`config.mk`:
```
export PLATFORM = sky130hd
export DESIGN_NAME = avg_pool_stream
export DESIGN_NICKNAME = d
export VERILOG_FILES = /design/src/rtl/cnn_fp16_pkg.sv /design/src/rtl/fp16_add.sv /design/src/rtl/avg_pool_stream.sv
export SDC_FILE = /design/constraint.sdc
export NUM_CORES = 1
export LEC_CHECK = 0
export ABC_CLOCK_PERIOD_IN_PS = 15620
export BUFFER_PORTS_ARGS = -buffer_cell sky130_fd_sc_hd__buf_2
export CAP_MARGIN = 20
export CORE_ASPECT_RATIO = 1.2
export CORE_UTILIZATION = 66
export CTS_CLUSTER_SIZE = 30
export DETAILED_ROUTE_END_ITERATION = 8
export PLACE_DENSITY_LB_ADDON = 0.25
export SKIP_CTS_REPAIR_TIMING = 1
export SLEW_MARGIN = 30
export SYNTH_ARGS = -nofsm -noshare
export SYNTH_HDL_FRONTEND = slang
export SYNTH_SLANG_ARGS = --single-unit
```
`constraint.sdc`:
```
create_clock -name clk -period 15.62 [get_ports clk]
set_input_delay 2.343 -clock clk [delete_from_list [all_inputs] [get_ports clk]]
set_output_delay 2.343 -clock clk [all_outputs]
set_load 0.005 [all_outputs]
```
`src/rtl/cnn_fp16_pkg.sv`:
```
// Shared FP16 definitions for the CNN datapath: field widths, bias, special
// encodings and the window-size helper used by the pooling units.
package cnn_fp16_pkg;

  localparam int FP16_W      = 16;
  localparam int FP16_SIGN_W = 1;
  localparam int FP16_EXP_W  = 5;
  localparam int FP16_MAN_W  = 10;
  localparam int FP16_BIAS   = 15;

  localparam logic [FP16_W-1:0]     FP16_POS_ZERO = 16'h0000;
  localparam logic [FP16_W-1:0]     FP16_POS_INF  = 16'h7C00;
  localparam logic [FP16_W-1:0]     FP16_QNAN     = 16'h7E00;
  localparam logic [FP16_EXP_W-1:0] FP16_EXP_ONES = 5'h1F;

  // Smallest l with 2**l >= w; exact for the power-of-two windows in use.
  function automatic int log2_window(input int w);
    int l;
    l = 0;
    for (int i = 0; i < 5; i++) begin
      if ((1 << i) < w) l = i + 1;
    end
    return l;
  endfunction

endpackage

```
`src/rtl/fp16_add.sv`:
```
// Combinational FP16 adder, round-to-nearest-even. Subnormal inputs and
// results below the normal range are flushed to signed zero.
module fp16_add
  import cnn_fp16_pkg::*;
(
  input  logic [FP16_W-1:0] a,
  input  logic [FP16_W-1:0] b,
  output logic [FP16_W-1:0] y
);

  localparam int SIG_W = FP16_MAN_W + 1;
  localparam int EXT_W = 42;

  logic                  sa, sb;
  logic [FP16_EXP_W-1:0] ea, eb;
  logic [FP16_MAN_W-1:0] ma, mb;
  logic                  a_nan, b_nan, a_inf, b_inf, a_zero, b_zero;
  logic                  swap, subtract, r_sign;
  logic [FP16_EXP_W-1:0] e_big, e_small, e_diff;
  logic [SIG_W-1:0]      s_big, s_small;
  logic [EXT_W-1:0]      big_ext, small_ext, mag, norm;
  logic [5:0]            lead;
  logic                  round_up;
  logic [SIG_W:0]        rsig;
  logic signed [7:0]     rexp;
  logic [FP16_MAN_W-1:0] rman;

  always_comb begin
    sa = a[15];
    ea = a[14:10];
    ma = a[9:0];
    sb = b[15];
    eb = b[14:10];
    mb = b[9:0];

    a_nan  = (ea == FP16_EXP_ONES) && (ma != '0);
    b_nan  = (eb == FP16_EXP_ONES) && (mb != '0);
    a_inf  = (ea == FP16_EXP_ONES) && (ma == '0);
    b_inf  = (eb == FP16_EXP_ONES) && (mb == '0);
    a_zero = (ea == '0);
    b_zero = (eb == '0);

    swap     = {eb, mb} > {ea, ma};
    subtract = sa ^ sb;
    r_sign   = swap ? sb : sa;
    e_big    = swap ? eb : ea;
    e_small  = swap ? ea : eb;
    s_big    = {1'b1, swap ? mb : ma};
    s_small  = {1'b1, swap ? ma : mb};
    e_diff   = e_big - e_small;

    // 30 spare bits below the significand cover the largest exponent gap,
    // so the aligned sum is exact and rounding sees every discarded bit.
    big_ext   = {1'b0, s_big, 30'd0};
    small_ext = {1'b0, s_small, 30'd0} >> e_diff;
    mag       = subtract ? (big_ext - small_ext) : (big_ext + small_ext);

    lead = '0;
    for (int i = 0; i < EXT_W; i++) begin
      if (mag[i]) lead = 6'(i);
    end
    norm = mag << (6'd41 - lead);

    round_up = norm[30] & (norm[31] | (|norm[29:0]));
    rsig     = {1'b0, norm[41:31]} + {{SIG_W{1'b0}}, round_up};
    rexp     = $signed({3'b000, e_big}) + $signed({2'b00, lead}) - 8'sd40;
    rman     = rsig[FP16_MAN_W-1:0];
    if (rsig[SIG_W]) begin
      rexp = rexp + 8'sd1;
      rman = '0;
    end

    if (a_nan || b_nan || (a_inf && b_inf && subtract)) y = FP16_QNAN;
    else if (a_inf)                                      y = a;
    else if (b_inf)                                      y = b;
    else if (a_zero && b_zero)                           y = {sa & sb, 15'd0};
    else if (a_zero)                                     y = b;
    else if (b_zero)                                     y = a;
    else if (mag == '0)                                  y = FP16_POS_ZERO;
    else if (rexp >= 8'sd31)                             y = {r_sign, FP16_POS_INF[14:0]};
    else if (rexp <= 8'sd0)                              y = {r_sign, 15'd0};
    else                                                 y = {r_sign, rexp[4:0], rman};
  end

endmodule

```
`src/rtl/avg_pool_stream.sv`:
```
// Streaming multi-channel FP16 average pool: per-channel running sums, one
// shared adder, and a single output register emitting sum/WINDOW per window.
module avg_pool_stream
  import cnn_fp16_pkg::*;
#(
  parameter int WINDOW   = 4,
  parameter int CHANNELS = 2,
  parameter int CH_W     = (CHANNELS > 1) ? $clog2(CHANNELS) : 1
) (
  input  logic            clk,
  input  logic            reset,
  input  logic            in_valid,
  output logic            in_ready,
  input  logic [15:0]     in_data,
  input  logic [CH_W-1:0] in_ch,
  output logic            out_valid,
  input  logic            out_ready,
  output logic [15:0]     out_data,
  output logic [CH_W-1:0] out_ch
);

  localparam int               L        = log2_window(WINDOW);
  localparam int               CNT_W    = L;
  localparam logic [CNT_W-1:0] CNT_LAST = CNT_W'(WINDOW - 1);

  logic [15:0]      acc_q [CHANNELS];
  logic [15:0]      acc_d [CHANNELS];
  logic [CNT_W-1:0] cnt_q [CHANNELS];
  logic [CNT_W-1:0] cnt_d [CHANNELS];
  logic             out_valid_q, out_valid_d;
  logic [15:0]      out_data_q, out_data_d;
  logic [CH_W-1:0]  out_ch_q, out_ch_d;

  logic             accept, ch_ok, complete;
  logic [CH_W-1:0]  ch_idx;
  logic [15:0]      sum;

  // Divide by WINDOW by lowering the exponent; anything that would go
  // subnormal becomes signed zero, Inf/NaN and zeros pass through.
  function automatic logic [15:0] scale(input logic [15:0] x);
    logic [4:0] e;
    e = x[14:10];
    if (e == FP16_EXP_ONES || x[14:0] == 15'd0) scale = x;
    else if (e <= 5'(L))                        scale = {x[15], 15'd0};
    else                                        scale = {x[15], e - 5'(L), x[9:0]};
  endfunction

  // Handshake: a transfer happens on a rising edge where valid & ready are
  // both 1. out_valid/out_data/out_ch hold until taken; in_ready depends only
  // on the output register having room (empty, or being drained this cycle).
  assign in_ready = ~out_valid_q | out_ready;
  assign accept   = in_valid & in_ready;
  assign ch_ok    = (32'(in_ch) < CHANNELS);
  assign ch_idx   = ch_ok ? in_ch : '0;
  assign complete = accept & ch_ok & (cnt_q[ch_idx] == CNT_LAST);

  fp16_add u_add (
    .a (acc_q[ch_idx]),
    .b (in_data),
    .y (sum)
  );

  always_comb begin
    acc_d       = acc_q;
    cnt_d       = cnt_q;
    out_valid_d = out_valid_q & ~out_ready;
    out_data_d  = out_data_q;
    out_ch_d    = out_ch_q;
    if (accept && ch_ok) begin
      if (complete) begin
        acc_d[ch_idx] = FP16_POS_ZERO;
        cnt_d[ch_idx] = '0;
        out_valid_d   = 1'b1;
        out_data_d    = scale(sum);
        out_ch_d      = ch_idx;
      end else begin
        acc_d[ch_idx] = sum;
        cnt_d[ch_idx] = cnt_q[ch_idx] + 1'b1;
      end
    end
  end

  always_ff @(posedge clk or posedge reset) begin
    if (reset) begin
      for (int c = 0; c < CHANNELS; c++) begin
        acc_q[c] <= FP16_POS_ZERO;
        cnt_q[c] <= '0;
      end
      out_valid_q <= 1'b0;
      out_data_q  <= FP16_POS_ZERO;
      out_ch_q    <= '0;
    end else begin
      acc_q       <= acc_d;
      cnt_q       <= cnt_d;
      out_valid_q <= out_valid_d;
      out_data_q  <= out_data_d;
      out_ch_q    <= out_ch_d;
    end
  end

  assign out_valid = out_valid_q;
  assign out_data  = out_data_q;
  assign out_ch    = out_ch_q;

endmodule

```
# Word level (Yosys, flattened, before mapping)
# Index checks and enable logic that the tools add are counted.
# word_totals
regBits	54
output_inout_bits	19
elab_cells	141
# classes
n_addsub	10
magnitude_cmp	6
n_eq_ne	4
shifts	2
muxes	76
bitwise	15
n_reduce_logical	21
# ops
operator	count
$mux 16	11
$mux 5	18
$mux 15	4
$mux 6	10
$add 41x42->42	1
$logic_not 42->1	1
$mux 42	1
$shl 42x6->42	1
$shr 41x5->42	1
$sub 41x42->42	1
$mux 4	9
$and 32x32->32	1
$bwmux 32	1
$mux 32	1
$not 32->32	1
$mux 10	3
$reduce_or 30->1	1
$logic_not 10->1	2
$reduce_bool 10->1	2
$demux 16 s1	1
$eq 5x5->1 const B	3
$gt 15x15->1	1
$logic_not 15->1	1
$add 11x1->12	1
other kinds (30)	57

# Longest topological paths before layout
# depth
ltp_word	71
ltp_mapped	64
depth_no_buf	56

# Cells and area by module
# From an unflattened synthesis, not the netlist that was laid out.
# unflattened
hier_cells	1764
area_unflattened_um2	12705.9
# by_module_without_submodules
mod	n_inst	cells_each	area_each_um2	seq_area_each_um2
fp16_add	1	1536	10252.3	0.0
avg_pool_stream	1	228	2453.6	1351.3

# Least setup slack after synthesis
# Ideal clock, no wire load.
# synth_timing
path_kind	input -> register
startpoint	input port in_ch
endpoint	register out_data_q[10] (netlist: out_data[10])
setup_ns	0.151
arrival_ns	14.812
t_required_ns	15.469
slack_ns	0.657
path_stages	60
cell_sequence	buf_2 -> buf_2 -> buf_2 -> mux2i_1 -> ha_1 -> nand4_1 -> a21oi_1 -> o21ai_1 -> a21oi_1 -> clkbuf_1 -> o21a_1 -> ha_1 -> clkbuf_1 -> clkbuf_1 -> a21oi_1 -> mux2i_1 -> mux2i_1 -> mux2i_1 -> [24 not listed] -> buf_2 -> ha_1 -> fa_1 -> a21o_1 -> a21oi_1 -> nand2_1 -> maj3_1 -> o32ai_1 -> a21oi_1 -> or4_1 -> nor4b_2 -> or4b_1 -> o221ai_1 -> and3_2 -> a31oi_2 -> nand3b_1 -> a2111oi_4 -> a211oi_1
# synth_between
elab_chain_cells	71
# synth_lines
element	line_no	text
start, declared	avg_pool_stream.sv:15	input logic [CH_W-1:0] in_ch,
$not 1->2 (implied by the code) (*)	avg_pool_stream.sv:55, avg_pool_stream.sv:58	
$mux 16 (implied by the code) (3 in a row)	avg_pool_stream.sv:58	.a (acc_q[ch_idx]),
$gt 15x15->1	fp16_add.sv:43	swap = {eb, mb} > {ea, ma};
$mux 5 (on tied branches)	fp16_add.sv:46, fp16_add.sv:47	
$sub 5x5->5	fp16_add.sv:50	e_diff = e_big - e_small;
$shr 41x5->42	fp16_add.sv:55	small_ext = {1'b0, s_small, 30'd0} >> e_diff;
$add 41x42->42 / $sub 41x42->42 (equally long branches)	fp16_add.sv:56	mag = subtract ? (big_ext - small_ext) : (big_ext + small_ext);
$mux 42	fp16_add.sv:56	
[53 not listed]	-	
$mux 16	fp16_add.sv:77	else if (a_zero) y = b;
$mux 16	fp16_add.sv:76	else if (a_zero && b_zero) y = {sa & sb, 15'd0};
$mux 16	fp16_add.sv:75	else if (b_inf) y = b;
$mux 16	fp16_add.sv:74	else if (a_inf) y = a;
$mux 16	fp16_add.sv:73	if (a_nan || b_nan || (a_inf && b_inf && subtract)) y = FP16_QNAN;
$sub 5x2->5, or another cell as far along	avg_pool_stream.sv:45	else scale = {x[15], e - 5'(L), x[9:0]};
$mux 15 / $logic_or 1x1->1 (equally long branches)	avg_pool_stream.sv:44, avg_pool_stream.sv:43	
$mux 15	avg_pool_stream.sv:43	if (e == FP16_EXP_ONES || x[14:0] == 15'd0) scale = x;
end signal, assigned	avg_pool_stream.sv:96	out_data_q <= out_data_d;
end, declared	avg_pool_stream.sv:31	logic [15:0] out_data_q, out_data_d;
# Every way passes the cells marked *; elsewhere a longest branch is shown, timed or not. The select of a mux whose other input is x is not followed.
# A chain may end at the register's enable or synchronous reset.

# Worst setup path in the final report
# layout_timing
startpoint	input port in_ch
endpoint	register out_data_q[9] (netlist: out_data[9])
# layout_between
elab_chain_cells	71
# layout_lines
element	line_no	text
$not 1->2 (implied by the code) (*)	avg_pool_stream.sv:55, avg_pool_stream.sv:58	
$mux 16 (implied by the code) (3 in a row)	avg_pool_stream.sv:58	
$gt 15x15->1	fp16_add.sv:43	
$mux 5 (on tied branches)	fp16_add.sv:46, fp16_add.sv:47	
$sub 5x5->5	fp16_add.sv:50	
$shr 41x5->42	fp16_add.sv:55	
$add 41x42->42 / $sub 41x42->42 (equally long branches)	fp16_add.sv:56	
$mux 42	fp16_add.sv:56	
[53 not listed]	-	
$mux 16	fp16_add.sv:77	
$mux 16	fp16_add.sv:76	
$mux 16	fp16_add.sv:75	
$mux 16	fp16_add.sv:74	
$mux 16	fp16_add.sv:73	
$le 5x2->1, or another cell as far along	avg_pool_stream.sv:44	else if (e <= 5'(L)) scale = {x[15], 15'd0};
$mux 15 / $logic_or 1x1->1 (equally long branches)	avg_pool_stream.sv:44, avg_pool_stream.sv:43	
$mux 15	avg_pool_stream.sv:43	
# Marked as above.

==> metrics.md <==
| Metric | Value |
|---|---|
| # nets final | 1784 |
| Largest net degree at the start of global routing | between 60 and 70 |
| Yosys warns | 0 |
| Worst EP arrival | 15.33 ns |
| Yosys top cell by area | dfrtp_1 |
| Initial antenna violation count | 0 |
| Drt pass-1 iters | 7 |
| Worst Path Class, Setup | primary input to flop |
| Placed wire-length estimate | 36000 um |
| Residual DRC | 0 |
| Final Max Tran Viols | 0 |
| Clk pin slew, worst setup/hold paths | 0.07 ns |
| MaxCap Viol Count | 0 |
| First DRT Iteration DRCs | 2169 |
| Final setup viols | 0 |
| Share of post-route cells with drive strength above 1 | 0.1419 |
| CP Launch Type | primary input |
| Status | finished, final reports clean |
| Worst path slowest cell | o41ai_1 |
| I/O pins | 40 |
| Crit end category | flop |
| CTS buffer count | 5 |
| Sequential fraction of the synthesis area | 0.1104 |
| Core area | 18170 um^2 |
| Main combinational cell family by area after synthesis | compound AO/OA/AOI/OAI gates |
| Worst slew pin tran | a little under 1 ns |
| Mux contribution to synthesized area | 0.1161 |
| Clk Latency, worst-skew pair | 0.30 ns |
| CP dominant cell by count | buf_4 |
| Gr usage total | 0.4820 |
| Routed vias/inst | around 7.7 |
| Ys flop type | dfrtp_1 |
| Xor/xnor share of the synthesized area | 0.03343 |
| Root Driver | clkbuf_16 |
| Post-Syn Nets | 1778 |
| Post-synth ARST share | 1.000 |
| Reg2reg setup slack | 2.60 ns |
| Layout area overhead | 5.867% |
| Final ANT Viol Nets | 0 |
| Antenna diodes | 0 |
| Top post-synthesis cells by area | dfrtp_1 (11%), mux2i_1 (5.9%), nor2_1 (5.6%), nand2_1 (5.3%), ha_1 (5.1%) |
| Final hold vios | 0 |
| Routed Wire Length | 46890 um |
| Htree depth | 2 |
| Most common cell in the netlist | nor2_1 |
| CTS Buffer Depth | 2 |
| GPL Wtd Cong | 1.130 |
| Total congestion overflow | 0 |
| Via count | 14830 |
| Vias in the first global route | about 14000 |
| Place WS | 0.03982 ns |
| Post-synthesis average cell area | 7.179 um^2 |
| Synth Area in Adders | 0.05520 |
| DR WL/cell | 24.22 um |
| Peak Freq | 66.10 MHz |
| Synth cell count leaders | nor2_1 (181), nand2_1 (174), a21oi_1 (113), o21ai_0 (84), mux2i_1 (72) |
| Row count | 54 |
| Die Wd | around 130 um |
| Relative slew slack | 0.3522 |
| CTS Sinks | between 50 and 60 |
| Distinct cell type count after synthesis | roughly 110 |
| Final instance area | 12960 um^2 |
| CP peak stage delay | 0.71 ns |
| Post-place instance area | approximately 13000 um^2 |
| DIE HEIGHT | 151.2 um |
| First-pass GRT wire length | approximately 73000 um |
| Mapped Cells | roughly 1700 |
| Final period utilization | 0.9686 |
| Synth Area in Compound Gates | 0.3478 |
| Initial Util | 0.6735 |
| CP max FO | 22 |
| Worst hold path class | flop to flop |
| EDFF count, synth | 0 |
| Total negative slack | 0 ns |
| Die area | 19100 um^2 |
| Synth Cell Area | 12240 um^2 |
| CTS tree | built |
| CP required | around 16 ns |
| Yosys reg bits | 54 |
| Final setup margin | around 0.49 ns |
| Simple-Gate Fraction of Synth Area | 0.2809 |
| Min cycle time layout | 15.13 ns |
| Setup Skew | between 0.007 and 0.008 ns |
| Buffers on Ports | 39 |
| Top-area cell type share of the netlist area | 0.1104 |
## area by class of cell
class                      instances  area (um^2)
clock buffer                       5        125.1
clock inverter                     3        21.27
fill                            1544         5216
inverter                          58        220.2
multi-input combinational       1490        10290
sequential                        54         1351
tap                              224        280.3
timing repair buffer             102        670.6
## sequential cells by signal, summed over array words and instances (netlist names)
signal,count
out_ch,1
out_data,16
cnt_q,4
out_valid,1
acc_q,32
## per-stage QoR
step | cells | util | hold slack (ns)
5_1_grt | 1936 | 0.7130 | 0.4927
2_1_floorplan | 1705 | - | 0.4418
6_report | 1936 | 0.7130 | 0.4747
3_3_place_gp | 1927 | 0.7001 | 0.4539
4_1_cts | 1935 | 0.7083 | 0.4768
3_5_place_dp | 1927 | 0.7003 | 0.4605
## cell usage in the layout, fill, tap and decap left out, drive strengths merged, types with 41 or more instances in the layout
| master | netlist | final |
|---|---|---|
| a211oi | 43 | 43 |
| a21oi | 113 | 113 |
| buf | 43 | 102 |
| dfrtp | 54 | 54 |
| ha | 50 | 50 |
| inv | 58 | 58 |
| mux2 | 41 | 41 |
| mux2i | 73 | 73 |
| nand2 | 174 | 174 |
| nand3 | 57 | 57 |
| nor2 | 181 | 181 |
| nor3 | 61 | 61 |
| o21ai | 93 | 93 |
## logic make-up (layout without fill, tap and decap cells)
| group | count (synthesis) | after routing |
|---|---|---|
| flops | 54 | 54 |
| fa+ha+maj | 53 | 53 |
| compound gates | 590 | 590 |
| buf+inv | 161 | 168 |
| xor+xnor | 45 | 45 |
| mux | 124 | 124 |
| simple gates | 678 | 678 |
## metal layers
layer,up-vias,wire length [um],global-route usage
li1,6589,-,-
met1,6837,16930,0.5429
met2,1094,21290,0.8052
met3,312,4712,0.1074
met4,0,3959,0.3566
met5,-,0,0
## worst max-delay path: cells and delay by family
family,cells,cell delay [ns]
simple gates,14,5.30
compound gates,15,4.68
buf+inv,5,1.07
fa+ha+maj,3,0.92
mux,2,0.78
xor+xnor,1,0.19
## path summary, 6_finish.rpt
check	from	to	cells past startpoint
setup / recovery	in_ch	out_data[9]$_DFFE_PP0P_	40
hold / removal	out_data[13]$_DFFE_PP0P_	out_data[13]$_DFFE_PP0P_	1
setup reg to reg	acc_q[29]$_DFFE_PP0P_	out_data[9]$_DFFE_PP0P_	39
hold reg to reg	out_data[13]$_DFFE_PP0P_	out_data[13]$_DFFE_PP0P_	1
max in group asynchronous	reset	acc_q[13]$_DFFE_PP0P_	2
min in group asynchronous	reset	out_data[13]$_DFFE_PP0P_	2
Power is left out: the tool's default activity adds up to more than one toggle a clock period on the data nets, which glitch-free logic cannot reach.
